[src/rtl/ps2_host_tx.sv]
// PS/2 host-to-device transmitter.
// Drives the open-drain PS2_CLK/PS2_DAT lines to send one command byte to the
// keyboard, collects the device acknowledge and reports the outcome with a
// single-cycle tx_done pulse plus a 2-bit status code.
//
// Handshake: tx_start is a level sampled every cycle; it is accepted only in
// IDLE when tx_done is low, at which point tx_data is captured and tx_busy
// rises on the same edge as ps2_clk_oe. tx_busy falls on the edge that raises
// tx_done, and tx_status holds its value from tx_done until the next accepted
// start.
module ps2_host_tx #(
  parameter int INHIBIT_CYCLES = 5000,
  parameter int REQ_CYCLES     = 50,
  parameter int START_TIMEOUT  = 750000,
  parameter int BIT_TIMEOUT    = 100000
) (
  input  logic       clk,
  input  logic       reset,
  input  logic [7:0] tx_data,
  input  logic       tx_start,
  output logic       tx_busy,
  output logic       tx_done,
  output logic [1:0] tx_status,
  input  logic       ps2_clk_in,
  input  logic       ps2_dat_in,
  output logic       ps2_clk_oe,
  output logic       ps2_dat_oe,
  output logic [2:0] dbg_state
);

  // Timer must hold the largest limit; it saturates instead of wrapping.
  localparam int MAX_A   = (INHIBIT_CYCLES > REQ_CYCLES) ? INHIBIT_CYCLES : REQ_CYCLES;
  localparam int MAX_B   = (START_TIMEOUT > BIT_TIMEOUT) ? START_TIMEOUT : BIT_TIMEOUT;
  localparam int MAX_ALL = (MAX_A > MAX_B) ? MAX_A : MAX_B;
  localparam int TW      = $clog2(MAX_ALL + 1);

  localparam logic [TW-1:0] INH_LAST = TW'(INHIBIT_CYCLES - 1);
  localparam logic [TW-1:0] REQ_LAST = TW'(REQ_CYCLES - 1);
  localparam logic [TW-1:0] ST_LAST  = TW'(START_TIMEOUT - 1);
  localparam logic [TW-1:0] BT_LAST  = TW'(BIT_TIMEOUT - 1);

  localparam logic [1:0] ST_START_TO = 2'b01;
  localparam logic [1:0] ST_BIT_TO   = 2'b10;

  typedef enum logic [2:0] {
    S_IDLE       = 3'd0,
    S_INHIBIT    = 3'd1,
    S_REQ        = 3'd2,
    S_WAIT_FIRST = 3'd3,
    S_SHIFT      = 3'd4,
    S_ACK        = 3'd5,
    S_WAIT_IDLE  = 3'd6
  } state_t;

  // Synchronizers and edge detection
  logic clk_s1_q, clk_s2_q, clk_s3_q;
  logic dat_s1_q, dat_s2_q;
  logic fall_q;

  // Transfer state
  state_t        state_q,   state_d;
  logic [TW-1:0] timer_q,   timer_d;
  logic [7:0]    data_q,    data_d;
  logic          parity_q,  parity_d;
  logic [3:0]    bit_idx_q, bit_idx_d;
  logic          nack_q,    nack_d;
  logic          busy_q,    busy_d;
  logic          done_q,    done_d;
  logic [1:0]    status_q,  status_d;
  logic          clk_oe_q,  clk_oe_d;
  logic          dat_oe_q,  dat_oe_d;

  logic          fail;
  logic [1:0]    fail_code;
  logic [3:0]    nxt_idx;

  // Two-flop synchronizers on both pads; third clock flop and a registered
  // falling-edge strobe. Lines idle high, so reset to 1 to avoid a false edge.
  always_ff @(posedge clk or posedge reset) begin
    if (reset) begin
      clk_s1_q <= 1'b1;
      clk_s2_q <= 1'b1;
      clk_s3_q <= 1'b1;
      dat_s1_q <= 1'b1;
      dat_s2_q <= 1'b1;
      fall_q   <= 1'b0;
    end else begin
      clk_s1_q <= ps2_clk_in;
      clk_s2_q <= clk_s1_q;
      clk_s3_q <= clk_s2_q;
      dat_s1_q <= ps2_dat_in;
      dat_s2_q <= dat_s1_q;
      fall_q   <= clk_s3_q & ~clk_s2_q;
    end
  end

  // State and registered outputs; reset releases both lines asynchronously.
  always_ff @(posedge clk or posedge reset) begin
    if (reset) begin
      state_q   <= S_IDLE;
      timer_q   <= '0;
      data_q    <= '0;
      parity_q  <= 1'b0;
      bit_idx_q <= '0;
      nack_q    <= 1'b0;
      busy_q    <= 1'b0;
      done_q    <= 1'b0;
      status_q  <= 2'b00;
      clk_oe_q  <= 1'b0;
      dat_oe_q  <= 1'b0;
    end else begin
      state_q   <= state_d;
      timer_q   <= timer_d;
      data_q    <= data_d;
      parity_q  <= parity_d;
      bit_idx_q <= bit_idx_d;
      nack_q    <= nack_d;
      busy_q    <= busy_d;
      done_q    <= done_d;
      status_q  <= status_d;
      clk_oe_q  <= clk_oe_d;
      dat_oe_q  <= dat_oe_d;
    end
  end

  // Next-state and next-output logic for the transfer sequence.
  always_comb begin
    state_d   = state_q;
    timer_d   = (timer_q == {TW{1'b1}}) ? timer_q : timer_q + 1'b1;
    data_d    = data_q;
    parity_d  = parity_q;
    bit_idx_d = bit_idx_q;
    nack_d    = nack_q;
    busy_d    = busy_q;
    done_d    = 1'b0;
    status_d  = status_q;
    clk_oe_d  = clk_oe_q;
    dat_oe_d  = dat_oe_q;
    fail      = 1'b0;
    fail_code = 2'b00;
    nxt_idx   = bit_idx_q + 4'd1;

    case (state_q)
      S_IDLE: begin
        timer_d  = '0;
        clk_oe_d = 1'b0;
        dat_oe_d = 1'b0;
        busy_d   = 1'b0;
        // A start coinciding with the completion pulse is dropped.
        if (tx_start && !done_q) begin
          data_d   = tx_data;
          parity_d = ~^tx_data;
          busy_d   = 1'b1;
          clk_oe_d = 1'b1;
          state_d  = S_INHIBIT;
        end
      end

      S_INHIBIT: begin
        if (timer_q == INH_LAST) begin
          dat_oe_d = 1'b1;
          timer_d  = '0;
          state_d  = S_REQ;
        end
      end

      S_REQ: begin
        if (timer_q == REQ_LAST) begin
          // Release the clock; data stays low as the start bit.
          clk_oe_d  = 1'b0;
          bit_idx_d = '0;
          timer_d   = '0;
          state_d   = S_WAIT_FIRST;
        end
      end

      S_WAIT_FIRST: begin
        if (fall_q) begin
          dat_oe_d  = ~data_q[0];
          bit_idx_d = '0;
          timer_d   = '0;
          state_d   = S_SHIFT;
        end else if (timer_q == ST_LAST) begin
          fail      = 1'b1;
          fail_code = ST_START_TO;
        end
      end

      S_SHIFT: begin
        if (fall_q) begin
          timer_d = '0;
          if (bit_idx_q < 4'd7) begin
            bit_idx_d = nxt_idx;
            dat_oe_d  = ~data_q[nxt_idx[2:0]];
          end else if (bit_idx_q == 4'd7) begin
            bit_idx_d = 4'd8;
            dat_oe_d  = ~parity_q;
          end else begin
            // Parity has been taken: release data as the stop bit.
            dat_oe_d = 1'b0;
            state_d  = S_ACK;
          end
        end else if (timer_q == BT_LAST) begin
          fail      = 1'b1;
          fail_code = ST_BIT_TO;
        end
      end

      S_ACK: begin
        if (fall_q) begin
          nack_d  = dat_s2_q;
          timer_d = '0;
          state_d = S_WAIT_IDLE;
        end else if (timer_q == BT_LAST) begin
          fail      = 1'b1;
          fail_code = ST_BIT_TO;
        end
      end

      S_WAIT_IDLE: begin
        if (clk_s2_q && dat_s2_q) begin
          done_d   = 1'b1;
          status_d = {nack_q, nack_q};
          busy_d   = 1'b0;
          state_d  = S_IDLE;
        end else if (timer_q == BT_LAST) begin
          fail      = 1'b1;
          fail_code = ST_BIT_TO;
        end
      end

      default: begin
        state_d  = S_IDLE;
        clk_oe_d = 1'b0;
        dat_oe_d = 1'b0;
        busy_d   = 1'b0;
      end
    endcase

    // Any timeout: free the bus and report; the controller decides on retry.
    if (fail) begin
      clk_oe_d = 1'b0;
      dat_oe_d = 1'b0;
      busy_d   = 1'b0;
      done_d   = 1'b1;
      status_d = fail_code;
      timer_d  = '0;
      state_d  = S_IDLE;
    end
  end

  assign tx_busy    = busy_q;
  assign tx_done    = done_q;
  assign tx_status  = status_q;
  assign ps2_clk_oe = clk_oe_q;
  assign ps2_dat_oe = dat_oe_q;
  assign dbg_state  = state_q;

endmodule

[config.mk]
export PLATFORM = sky130hd
export DESIGN_NAME = ps2_host_tx
export DESIGN_NICKNAME = d
export VERILOG_FILES = /design/src/rtl/ps2_host_tx.sv
export SDC_FILE = /design/constraint.sdc
export NUM_CORES = 1
export LEC_CHECK = 0
export ABC_AREA = 1
export CAP_MARGIN = 20
export CORE_MARGIN = 5
export CORE_UTILIZATION = 60
export DETAILED_ROUTE_END_ITERATION = 7
export DONT_BUFFER_PORTS = 1
export GPL_TIMING_DRIVEN = 0
export PLACE_DENSITY = 0.83
export SYNTH_ARGS = -nofsm -noshare
export SYNTH_HDL_FRONTEND = slang
export SYNTH_SLANG_ARGS = --single-unit
[constraint.sdc]
create_clock -name clk -period 2.7 [get_ports clk]
set_clock_uncertainty 0.2 [all_clocks]
set_input_delay 0.54 -clock clk [delete_from_list [all_inputs] [get_ports clk]]
set_output_delay 0.54 -clock clk [all_outputs]
set_load 0.02 [all_outputs]
Yosys cells after proc, flatten, opt, wreduce, memory -nomap -nowiden
Cells that the tools add are included.

Output and inout port bits: 9. Flip-flop bits (word level): 49. Logic and storage cells: 132. Input bits: 13.

Eq/ne operators: 28. Add/sub/neg operators: 2. Reductions and logical operators: 21. Bitwise logic cells: 5. Multiplexer cells: 57. Magnitude comparators: 2.

Operator list (count): 2-to-1 mux 20 bit (5); case mux 20 bit (4 select lines) (1); == test 20 bit (second input constant) (2); 2-to-1 mux 3 bit (10); != test 3 bit (second input constant) (10); 2-to-1 mux 1 bit (22); case mux 3 bit (7 select lines) (1); adder 20 x 1 -> 20 bit (second input constant) (1); == test 20 x 13 -> 1 bit (second input constant) (1); == test 20 x 17 -> 1 bit (second input constant) (1); == test 20 x 6 -> 1 bit (second input constant) (1); 2-to-1 mux 4 bit (5); 2-to-1 mux 2 bit (6); case mux 4 bit (3 select lines) (1); AND reduction 2 bit (5); OR reduction 5 bit (2); == test 3 bit (second input constant) (3); case mux 1 bit (3 select lines) (3); AND reduction 9 bit (1); XNOR reduction 8 bit (1); == test 3 x 2 -> 1 bit (second input constant) (2); != test 2 x 1 -> 1 bit (second input constant) (3); != test 2 bit (second input constant) (3); case mux 2 bit (3 select lines) (1); other kinds (18) (24).

Depth between registers and ports, before layout
Gate-level depths: netlist (run 1).

Word-level depth: 8. Depth in mapped cells: 13. Gate-level depth less buffers: 12.

Worst setup path after synthesis (run 1)
OpenSTA, ideal clock, no wires.

Kind: register to register. Start: register timer_q[0]. End: register timer_q[8]. Arrival: 1.580 ns. Library setup time: 0.123 ns. Cell stages (with the launch flop): 12. Setup slack: 0.797 ns. Path buffers: 1. Cells stage by stage: dfrtp_1 -> ha_1 -> nand2_2 -> nor2_8 -> inv_2 -> nor3_2 -> nand3_2 -> nand2_4 -> nor2_4 -> inv_4 -> buf_12 -> nor3_2.

Longest elaborated chain between the ends: 5. Elaborated cells on any way between the ends: 18.

Ends and longest elaborated chain: start, declared (line 62) `logic [TW-1:0] timer_q, timer_d;`; start signal, assigned (line 113) `timer_q <= timer_d;`; adder 20 x 1 -> 20 bit, or another cell as far along (line 129) `timer_d = (timer_q == {TW{1'b1}}) ? timer_q : timer_q + 1'b1;`; 2-to-1 mux 20 bit, or another cell as far along (line 129); 2-to-1 mux 20 bit, or another cell as far along (line 178, 190, 210); case mux 20 bit (4 select lines) or case mux 1 bit (3 select lines) (tied branches) (line 143) `case (state_q)`; 2-to-1 mux 20 bit * (line 241) `if (fail) begin`; via timer_d[8] (line 62).

Mark *: on every way through the listed nets, which the timed path passes. The rest lies on a longest branch. A chain may end at the register's enable or synchronous reset.

Worst setup path in the final report (run 1)
Start: register state_q[1], in the netlist dbg_state[1]. End: register timer_q[8].

Longest elaborated chain between the ends: 4. Elaborated cells on any way between the ends: 12.

Ends and longest elaborated chain: start, declared (line 61) `state_t state_q, state_d;`; start signal, assigned (line 112) `state_q <= state_d;`; == test 3 bit or == test 3 x 2 -> 1 bit (tied branches) (line 143); OR reduction 3 bit (no source line) or OR reduction 2 bit (tied branches); case mux 20 bit (4 select lines) or case mux 1 bit (3 select lines) (tied branches) (line 143); 2-to-1 mux 20 bit * (line 241); via timer_d[8] (line 62).

Marks and branches as above.

==> summary.txt, run 1 <==
Global route
  • Antenna violations before repair: 0
  • Largest net degree at the start of global routing: 40
  • Total Routing Usage GR: ~22%
  • Grt total ovfl: 0
  • Vias in the first global route: about 2700
  • Global-route wire length before repair: between 10 and 15 mm

Timing
  • Endpoints failing hold: 0
  • Worst rel slew slack: 73.8%
  • Final worst-path cycle share: about 82%
  • # setup viols final: 0
  • Fmax: between 400 and 500 MHz
  • Worst-margin pin slew: approximately 0.4 ns
  • RSZ-0062 raised after global routing: false
  • Fin. max-slew vios: 0
  • Shortest period the worst path allows: about 2.2 ns
  • Setup_tns: 0 ns

Clock network
  • Bufs on Longest Clock Path: 2
  • Worst-Skew Late Latency: roughly 0.31 ns
  • Number of H-tree levels: 2
  • Cts bufs inserted: 5
  • Post-CTS Resized: 0
  • Post-CTS Setup Inserts: 0
  • Clock sinks: 49
  • Hold_buf cts: 1
  • Root buf cell: clkbuf_8
  • Clock transition at path regs: ~0.11 ns
  • TritonCTS clock tree: done

Logic synthesis
  • Synthesized instance count: 440
  • Synth Register Bits: 49
  • Net count after synthesis: 456
  • Yosys Warn Count: 0
  • Area share of the largest cell type after synthesis: between 30% and 40%
  • Seq/Total Area, Yosys: between 30% and 40%
  • Count of different cell masters after synthesis: 40
  • Syn avg cell area: about 7.4 um^2
  • Dominant cells by area after synthesis: dfrtp_1 34%, nand2_1 12%, nor2_1 7.0%
  • Mapped cell area: around 3200 um^2
  • Yosys top cell by area: dfrtp_1

Detailed routing
  • DR WL met3: about 470 um
  • Via count: just under 3000
  • Met2 WL post-DR: 3.38 mm
  • Vias per cell: between 5 and 6
  • Antenna viol nets, final: 0
  • Detailed Route Iter0 Violations: about 280
  • WL met1: approximately 3.5 mm
  • Top sig layer: met4
  • Drt total wl: 7.45 mm
  • DR WL/cell: between 10 and 15 um
  • DRC viols: 0
  • First drt pass iteration count: 5

Worst hold path
  • Hold Path Class: in -> reg
  • Worst hold stages: 0

Power
  • Pleak: 0.00165 uW
  • Pwr/cell area: just under 900 nW/um^2
  • VDD IR max: ~590 uV
  • Tot Pwr: 3090 uW

Floorplan
  • I/O pins: 22
  • Die width: around 83 um
  • Starting Density: 62.5%
  • Core Footprint: 5170 um^2
  • Die area: roughly 7000 um^2
  • Chip height: roughly 83 um
  • Site Rows: 26

Placement
  • Port bufs: 0
  • # placed instances: ~510
  • Gpl congestion: about 0.93
  • Post-DP HPWL: around 5.7 mm

Setup path
  • Crit path DAT: approximately 2.2 ns
  • Critical path endpoint category: register
  • R2R cell count: 11
  • Worst Path Required: about 2.7 ns
  • Crit path launch type: register
  • WS Path Type: reg -> reg
  • Crit path max fanout: 10

Final layout
  • Commonest non-fill, non-tap cells in the layout: 104 x nand2_1, 60 x nor2_1, 44 x dfrtp_1
  • Finished Layout Cells: 521
  • NumNets Final: 466
  • Synthesis-to-layout area growth: 6.96%
  • Share of layout cells above drive strength 1: about 17%
  • Commonest non-fill, non-tap cell in the layout: nand2_1
  • Number of diodes: 0
  • Fill count: between 400 and 500

Run status
  • Run status: finished, final reports clean

Flow run
  • Reported max-cap violation count: 0
[synth_stat cells]
| cell type | n |
|---|---|
| nor2_1 | 60 |
| dfrtp_1 | 44 |
| nor3_1 | 13 |
| or2_2 | 2 |
| o21bai_1 | 1 |
| o22ai_1 | 2 |
| o211a_1 | 1 |
| nand2_1 | 104 |
| mux2_2 | 1 |
| nor3_2 | 2 |
| o22a_1 | 1 |
| buf_4 | 5 |
| clkinv_1 | 1 |
| nand3_1 | 37 |
| nor2_2 | 10 |
| o21ai_0 | 19 |
| nor2_4 | 4 |
| o211ai_1 | 1 |
| inv_1 | 42 |
| ha_1 | 3 |
| xor2_1 | 6 |
| nor2_8 | 1 |
| inv_4 | 1 |
| nand4_1 | 14 |
| a21oi_1 | 13 |
| xnor2_1 | 6 |
| nor3_4 | 2 |
| nor4_1 | 3 |
| nand2_2 | 8 |
| o21ai_4 | 1 |
| a21oi_2 | 6 |
| nand2_4 | 2 |
| buf_2 | 3 |
| nand3_2 | 2 |
| inv_2 | 9 |
| dfstp_2 | 5 |
| buf_12 | 1 |
| nand4_2 | 1 |
| a31oi_1 | 1 |
| buf_6 | 2 |
[state kept, by name (all words and copies together) (netlist names)]
signal and count:
bit_idx_q 4, clk_s1_q 1, clk_s2_q 1, clk_s3_q 1, dat_s1_q 1, dat_s2_q 1
data_q 8, dbg_state 3, fall_q 1, nack_q 1, parity_q 1, ps2_clk_oe 1
ps2_dat_oe 1, timer_q 20, tx_busy 1, tx_done 1, tx_status 2
[metal layers]
metal	global-route usage, %	vias to the layer above
met5	0	-
met4	6.14	0
met3	4.16	10
met2	33.6	110
met1	32.1	1416
li1	-	1436
[report_power, final]
group,switching [uW],leakage [uW],internal [uW]
registers,233,0.000630,922
clock network,279,0.0000506,194
logic,941,0.000964,522
total,1450,0.00165,1640
[layout make-up]
| cell class | instances | area, um^2 | share of cell area [%] |
|---|---|---|---|
| plain buffers | 11 | 95.1 | 2.75 |
| clock buffers | 5 | 68.8 | 1.99 |
| clock inverters | 3 | 28.8 | 0.832 |
| inverters | 53 | 201 | 5.82 |
| multi-input cells | 327 | 1710 | 49.3 |
| flip-flops and latches | 49 | 1230 | 35.6 |
| well taps | 70 | 87.6 | 2.53 |
| repair buffers | 3 | 40.0 | 1.16 |
[stage by stage]
step | cell area, um^2 | hold slack, ns | utilization [%] | setup WS [ns]
after floorplan | 3230 | 0.145 | - | 0.795
after global placement | 3320 | 0.146 | 64.2 | 0.280
after detailed placement | 3340 | 0.147 | 64.6 | 0.522
after CTS | 3450 | 0.00656 | 66.7 | 0.500
after global routing | 3460 | 0.000849 | 66.9 | 0.340
final | 3460 | 0.0237 | 66.9 | 0.484
[path summary, 6_finish.rpt]
kind                                   start          to  slack [ns]
worst max-delay path            dbg_state[1]  timer_q[8]        0.48
worst min-delay path              ps2_clk_in    clk_s1_q        0.02
min in group asynchronous              reset  timer_q[2]        0.42
worst max register to register  dbg_state[1]  timer_q[8]        0.48
worst min register to register      dat_s1_q    dat_s2_q        0.16
max in group asynchronous              reset    clk_s1_q        1.34
[cells by family after synthesis]
family,count (synthesis),synth area share (%)
buffers and inverters,64,9.17
and+or+nand+nor,265,39.3
adders and majority gates,3,1.16
DFF,49,38.1
xor gates and xnor gates,12,3.25
AOI/OAI and AO/OA,46,8.70
muxes,1,0.348
[worst max-delay path: stages, from the launching register on]
cell and delay (ns):
dfrtp_1 0.48, buf_4 0.23, nand2_2 0.09, nor2_4 0.19, nand2_2 0.13, nor2_1 0.12, nand4_1 0.14, nand2_4 0.16
nor2_4 0.10, inv_4 0.07, buf_12 0.13, nor3_2 0.05
Power figures use the tool's default switching activity.
==> run 2: changes to the inputs <==
Settings changed: ABC_AREA 1 to 0, CORE_UTILIZATION 60 to 57, PLACE_DENSITY 0.83 to 0.82.
Clock period 2.7 ns to 1.9 ns, I/O delays scaled along.
==> summary.txt, run 2 <==
Global route
  • Met3 usage: 5.97% (was 4.16%)
  • Gr busiest metal: met2 (unchanged)
  • Global-route wire length before repair: 13.5 mm (was 12.7 mm)
  • Largest net degree at the start of global routing: 27 (was 40)
  • Met1 Usage GRT: 33.6% (was 32.1%)
  • Grt total ovfl: 0 (unchanged)
  • Total Routing Usage GR: 26.2% (was 22.0%)
  • Vias in the first global route: 2626 (was 2744)
  • Antenna violations before repair: 0 (unchanged)
  • Met2 usage: 41.4% (was 33.6%)

Final layout
  • Synthesis-to-layout area growth: 34.4% (was 6.96%)
  • Commonest non-fill, non-tap cell in the layout: buf_4 (was nand2_1)
  • Largest regs: timer_q x20, data_q x8, bit_idx_q x4 (unchanged)
  • Number of diodes: 0 (unchanged)
  • Design area: 4020 um^2 (was 3460 um^2)
  • Fill count: 267 (was 445)
  • Top reg by flops: timer_q (unchanged)
  • Commonest non-fill, non-tap cells in the layout: 33 x buf_4, 32 x dfrtp_1, 25 x nand2_1 (was 104 x nand2_1, 60 x nor2_1, 44 x dfrtp_1)
  • NumNets Final: 365 (was 466)
  • Share of layout cells above drive strength 1: 44.3% (was 17.3%)
  • Largest register FFs: 20 (unchanged)

Clock network
  • Clock sinks: 49 (unchanged)
  • Cts bufs inserted: 5 (unchanged)
  • Worst-Skew Late Latency: 0.31 ns (about the same)
  • Bufs on Longest Clock Path: 2 (unchanged)
  • Clock transition at path regs: 0.10 ns (was 0.11 ns)
  • Root buf cell: clkbuf_8 (unchanged)
  • TritonCTS clock tree: done (unchanged)
  • Number of H-tree levels: 2 (unchanged)

Timing
  • Fmax: 414 MHz (was 451 MHz)
  • Fin. max-slew vios: 0 (unchanged)
  • Final worst-path cycle share: 127% (was 82.1%)
  • Worst-margin pin slew: 0.531 ns (was 0.392 ns)
  • Final hold slack: 0.0115 ns (was 0.0237 ns)
  • Endpoints failing hold: 0 (unchanged)
  • # setup viols final: 35 (was 0)
  • Shortest period the worst path allows: 2.41 ns (was 2.22 ns)
  • Fin worst setup slack: -0.514 ns (was 0.484 ns)
  • RSZ-0062 raised after global routing: true (was false)
  • Worst rel slew slack: 64.6% (was 73.8%)

Floorplan
  • Starting Density: 58.6% (was 62.5%)
  • Chip height: 82.5 um (was 83.4 um)
  • I/O pins: 22 (unchanged)
  • Site Rows: 26 (unchanged)
  • Die width: 82.5 um (was 83.4 um)
  • Core Footprint: 5110 um^2 (was 5170 um^2)
  • Die area: 6800 um^2 (was 6960 um^2)

Flow run
  • Reported max-cap violation count: 0 (unchanged)

Placement
  • Area after DPL: 3170 um^2 (was 3340 um^2)
  • Gpl congestion: 0.919 (was 0.929)
  • Port bufs: 0 (unchanged)
  • Post-DP HPWL: 4.94 mm (was 5.70 mm)

Power
  • Reg power frac: 35.3% (was 37.3%)
  • Clock Power Share: 14.5% (was 15.3%)
  • Pwr/cell area: 1100 nW/um^2 (was 893 nW/um^2)
  • Int Power: 2580 uW (was 1640 uW)
  • VDD IR max: 818 uV (was 594 uV)
  • Sw Pwr: 1860 uW (was 1450 uW)
  • Combinational power share: 50.2% (was 47.3%)
  • Pleak: 0.00157 uW (was 0.00165 uW)
  • Sw Share: 41.9% (was 47.0%)

Logic synthesis
  • Post-synth top cells: 44 x dfrtp_1, 27 x nand2_1, 16 x nand3_1 (was 104 x nand2_1, 60 x nor2_1, 44 x dfrtp_1)
  • Count of different cell masters after synthesis: 60 (was 40)
  • Syn avg cell area: 10.0 um^2 (was 7.35 um^2)
  • Area share of the largest cell type after synthesis: 36.8% (was 34.0%)
  • Dominant cells by area after synthesis: dfrtp_1 37%, dfstp_2 4.4%, xnor2_1 4.4% (was dfrtp_1 34%, nand2_1 12%, nor2_1 7.0%)
  • Seq/Total Area, Yosys: 41.2% (was 38.1%)
  • Fraction of registers with async set/reset: 100% (unchanged)
  • EDFF count, synth: 0 (unchanged)
  • Synthesized instance count: 299 (was 440)
  • Net count after synthesis: 315 (was 456)
  • Synth Register Bits: 49 (unchanged)
  • Count leader, synth: dfrtp_1 (was nand2_1)
  • Mapped cell area: 2990 um^2 (was 3230 um^2)
  • Yosys Warn Count: 0 (unchanged)
  • Yosys top cell by area: dfrtp_1 (unchanged)
  • Predominant post-synthesis flop cell: dfrtp_1 (unchanged)

Setup path
  • Slowest cell delay on critical path: 0.50 ns (was 0.48 ns)
  • Crit-path cells: nor4_4 -> and4b_1 -> a21oi_4 -> buf_8 -> o311ai_0 -> a21oi_1 (was buf_4 -> nand2_2 -> nor2_4 -> nand2_2 -> nor2_1 -> nand4_1 -> nand2_4 -> nor2_4 -> inv_4 -> buf_12 -> nor3_2)
  • Worst Path Required: 1.88 ns (was 2.69 ns)
  • Critical path endpoint category: register (unchanged)
  • Crit path DAT: 2.40 ns (was 2.21 ns)
  • Crit path max fanout: 8 (was 10)
  • Crit path launch type: register (unchanged)
  • Max stage delay cell, worst path: dfrtp_1 (unchanged)
  • R2R cell count: 6 (was 11)
  • WS Path Type: reg -> reg (unchanged)

Run status
  • Run status: complete, but fails checks (was finished, final reports clean)
  • Failing checks: negative setup slack

Detailed routing
  • DR WL/cell: 23.7 um (was 14.3 um)
  • Via count: 2938 (was 2972)
  • Vias per cell: 7.00 (was 5.70)
  • Detailed Route Iter0 Violations: 350 (was 283)
  • DRC viols: 0 (unchanged)
  • Drt total wl: 9.96 mm (was 7.45 mm)
  • Antenna viol nets, final: 0 (unchanged)
  • First drt pass iteration count: 5 (unchanged)

Worst hold path
  • Hold Path Class: in -> reg (unchanged)
  • Worst hold stages: 1 (was 0)
run 2: changes by cell type after synthesis, sizes merged, moves of 10 or more:
cell / change
inv: -48
mux2: +10
nand2: -87
nand3: -22
nor2: -60
o21ai: -15
run 2: metal layers:
| layer | vias up | wire, um | share of wire (%) |
|---|---|---|---|
| li1 | 1225 | - | - |
| met1 | 1408 | 3530 | 35 |
| met2 | 238 | 4890 | 49 |
| met3 | 67 | 935 | 9.4 |
| met4 | 0 | 608 | 6.1 |
| met5 | - | 0 | 0 |
run 2: metrics by stage:
step	utilization, %	power (uW)	setup slack (ns)	TNS, ns	std cells
2_1_floorplan	-	2620	-0.226	-5.41	299
3_3_place_gp	61.7	2880	-0.461	-30.48	369
3_5_place_dp	62.1	2940	-0.498	-16.24	370
4_1_cts	70.3	3870	-0.327	-9.26	399
5_1_grt	78.8	4630	-0.552	-15.08	420
6_report	78.8	4430	-0.514	-13.49	420
run 2: worst paths after layout:
kind                            start          to  slack [ns]
setup / recovery           timer_q[6]  ps2_clk_oe       -0.51
hold / removal             tx_data[0]   data_q[0]        0.01
setup reg to reg           timer_q[6]  ps2_clk_oe       -0.51
hold reg to reg              clk_s1_q    clk_s2_q        0.16
max in group asynchronous       reset  timer_q[5]        0.59
min in group asynchronous       reset     tx_busy        0.36
run 2: critical path: cells and delay by family (launching register included):
kind	cells	cell delay, ns
flops	1	0.50
compound gates	3	0.66
simple gates	2	0.76
buf+inv	1	0.16
run 2: final cells by class:
class	count	area, um^2	area share (%)
plain buffers	18	146	3.64
multi-input cells	227	2040	50.6
repair buffers	44	397	9.86
clock buffers	5	68.8	1.71
well taps	70	87.6	2.18
inverters	4	18.8	0.467
flip-flops and latches	49	1250	31.0
clock inverters	3	21.3	0.529
run 2: power by group through the flow:
stage | clock network (uW) | logic (uW) | registers, uW
2_1_floorplan | 0 | 1140 | 1480
4_1_cts | 635 | 1700 | 1530
3_3_place_gp | 0 | 1350 | 1530
6_report | 641 | 2230 | 1560
5_1_grt | 692 | 2350 | 1590
3_5_place_dp | 0 | 1400 | 1540
run 2: logic make-up (layout without fill, tap and decap cells):
| logic type | Yosys count | count (layout) | share of synthesized area [%] |
|---|---|---|---|
| fa+ha+maj | 3 | 3 | 1.25 |
| mux | 16 | 16 | 6.65 |
| flops | 49 | 49 | 41.2 |
| xor+xnor | 16 | 16 | 4.68 |
| buf+inv | 23 | 74 | 3.76 |
| simple gates | 139 | 139 | 29.8 |
| compound gates | 53 | 53 | 12.7 |
run 2: timing repair:
action | 4_1_cts | 5_1_grt
endpoints found under the hold margin | 20 | 2
cloned | 4 | 0
hold buffers | 3 | 2
gates resized for setup | 46 | 59
buffers inserted | 15 | 20
setup endpoints to repair | 43 | 41
pin swaps | 11 | 25
==> run 3: changes to the inputs <==
Settings changed: SETUP_SLACK_MARGIN from default to 0.4.
==> summary.txt, run 3 (synthesis results as in run 2) <==
Run status
  • Run status: complete, but fails checks (unchanged)
  • Failing checks: negative setup slack (unchanged)

Detailed routing
  • DRC viols: 0 (unchanged)
  • Vias per cell: 6.69 (was 7.00)
  • First drt pass iteration count: 5 (unchanged)
  • Via count: 2863 (was 2938)
  • DR WL/cell: 22.9 um (was 23.7 um)
  • Antenna viol nets, final: 0 (unchanged)
  • Detailed Route Iter0 Violations: 222 (was 350)
  • Drt total wl: 9.81 mm (was 9.96 mm)

Global route
  • Global-route wire length before repair: 14.0 mm (was 13.5 mm)
  • Vias in the first global route: 2793 (was 2626)
  • Antenna violations before repair: 0 (unchanged)
  • Total Routing Usage GR: 27.7% (was 26.2%)
  • Largest net degree at the start of global routing: 50 (was 27)
  • Grt total ovfl: 0 (unchanged)

Timing
  • Fmax: 427 MHz (was 414 MHz)
  • Endpoints failing hold: 0 (unchanged)
  • Final worst-path cycle share: 123% (was 127%)
  • Worst-margin pin slew: 0.583 ns (was 0.531 ns)
  • # setup viols final: 33 (was 35)
  • RSZ-0062 raised after global routing: true (unchanged)
  • Final hold slack: 0.0221 ns (was 0.0115 ns)
  • Fin. max-slew vios: 0 (unchanged)
  • Fin worst setup slack: -0.439 ns (was -0.514 ns)
  • Shortest period the worst path allows: 2.34 ns (was 2.41 ns)
  • Worst rel slew slack: 60.6% (was 64.6%)
  • Setup_tns: -12.31 ns (was -13.49 ns)

Setup path
  • Most frequent cell on the critical path: buf_4
  • Worst Path Required: 1.91 ns (was 1.88 ns)
  • Crit-path cells: buf_4 -> nor3_4 -> nand4_1 -> o31a_1 -> a211oi_4 -> buf_4 -> nor4_1 (was nor4_4 -> and4b_1 -> a21oi_4 -> buf_8 -> o311ai_0 -> a21oi_1)
  • Crit path max fanout: 5 (was 8)
  • Crit path DAT: 2.35 ns (was 2.40 ns)
  • Critical path endpoint category: register (unchanged)
  • Max stage delay cell, worst path: dfrtp_2 (was dfrtp_1)
  • Slowest cell delay on critical path: 0.45 ns (was 0.50 ns)
  • Crit path launch type: register (unchanged)
  • WS Path Type: reg -> reg (unchanged)

Final layout
  • Commonest non-fill, non-tap cell in the layout: dfrtp_1 (was buf_4)
  • Share of layout cells above drive strength 1: 43.3% (was 44.3%)
  • Largest register FFs: 20 (unchanged)
  • Register area: 1240 um^2 (was 1250 um^2)
  • Fill count: 262 (was 267)
  • Commonest non-fill, non-tap cells in the layout: 34 x dfrtp_1, 28 x buf_4, 23 x nand2_1 (was 33 x buf_4, 32 x dfrtp_1, 25 x nand2_1)
  • Synthesis-to-layout area growth: 37.5% (was 34.4%)
  • Number of diodes: 0 (unchanged)
  • Largest regs: timer_q x20, data_q x8, bit_idx_q x4 (unchanged)
  • Multi-input logic area: 2010 um^2 (was 2040 um^2)
  • NumNets Final: 373 (was 365)
  • Top reg by flops: timer_q (unchanged)

Clock network
  • Number of H-tree levels: 2 (unchanged)
  • Cts bufs inserted: 5 (unchanged)
  • Root buf cell: clkbuf_8 (unchanged)
  • Clock transition at path regs: 0.10 ns (about the same)
  • TritonCTS clock tree: done (unchanged)
  • Worst-Skew Late Latency: 0.32 ns (was 0.31 ns)
  • Bufs on Longest Clock Path: 2 (unchanged)
  • Clock sinks: 49 (unchanged)

Floorplan
  • I/O pins: 22 (unchanged)
  • Die width: 82.5 um (unchanged)
  • Starting Density: 58.6% (unchanged)
  • Chip height: 82.5 um (unchanged)
  • Die area: 6800 um^2 (unchanged)
  • Core Footprint: 5110 um^2 (unchanged)
  • Site Rows: 26 (unchanged)

Placement
  • Gpl congestion: 0.966 (was 0.919)
  • Post-DP HPWL: 4.89 mm (was 4.94 mm)
  • Port bufs: 0 (unchanged)
  • Pre-CTS setup slack: -0.469 ns (was -0.498 ns)

Worst hold path
  • Hold Path Class: in -> reg (unchanged)

Power
  • Pwr/cell area: 1160 nW/um^2 (was 1100 nW/um^2)
  • Pleak: 0.00167 uW (was 0.00157 uW)
  • VDD IR max: 885 uV (was 818 uV)

Flow run
  • Reported max-cap violation count: 0 (unchanged)
[run 3: changes by cell type in the layout (fill, tap and decap cells not counted), sizes merged]
cell         before  now
clkinvlp          2    1
buf              51   55
dlygate4sd3       5   10
[run 3: area by class of cell]
type,instances,area share (%)
Clock inverter,2,0.426
Inverter,4,0.456
Multi-Input combinational cell,227,48.9
Clock buffer,6,2.01
Buffer,19,4.13
Tap cell,70,2.13
Sequential cell,49,30.3
Timing Repair Buffer,51,11.7
[run 3: worst max-delay path, delay by kind of cell, from the launching register on]
family,cells,cell delay [ns]
compound gates,2,0.70
simple gates,3,0.50
flops,1,0.45
buf+inv,2,0.40
[run 3: timing repair]
| action | CTS | global route |
|---|---|---|
| gates cloned | 3 | 0 |
| setup endpoints to repair | 43 | 43 |
| hold buffers | 4 | 6 |
| resized for setup | 56 | 34 |
| endpoints found under the hold margin | 48 | 20 |
| setup buffers | 26 | 11 |
| pin swaps | 9 | 13 |
[run 3: final timing paths]
path	from	to	slack, ns	depth (start not counted)
max	timer_q[11]	timer_q[6]	-0.44	7
min	tx_data[4]	data_q[4]	0.02	1
max reg2reg	timer_q[11]	timer_q[6]	-0.44	7
min reg2reg	dat_s1_q	dat_s2_q	0.16	0
max in group asynchronous	reset	clk_s1_q	0.64	3
min in group asynchronous	reset	tx_done	0.32	2
[run 3: power breakdown]
group          switching (uW)  total, uW  leakage [uW]  internal, uW
Clock                     389        692     0.0000518           303
Combinational            1220       2480      0.000995          1260
Sequential                303       1580      0.000619          1280
[run 3: layer usage]
layer / global-route usage [%] / share of wire [%] / vias to the layer above / wire (um)
li1: - / - / 1230 / -
met1: 33.6 / 36 / 1411 / 3570
met5: 0 / 0 / - / 0
met4: 14.1 / 3.9 / 0 / 379
met3: 5.86 / 8.6 / 40 / 842
met2: 46.2 / 51 / 182 / 5020
[run 3: through the flow]
stage                     util, %  total power, uW  cell area (um^2)  std cells
after floorplan                 -             2730              3130        299
after global placement       62.9             3000              3210        369
after detailed placement     62.9             3060              3210        369
after CTS                    74.7             4300              3820        410
after global routing         80.6             4950              4120        428
final                        80.6             4750              4120        428
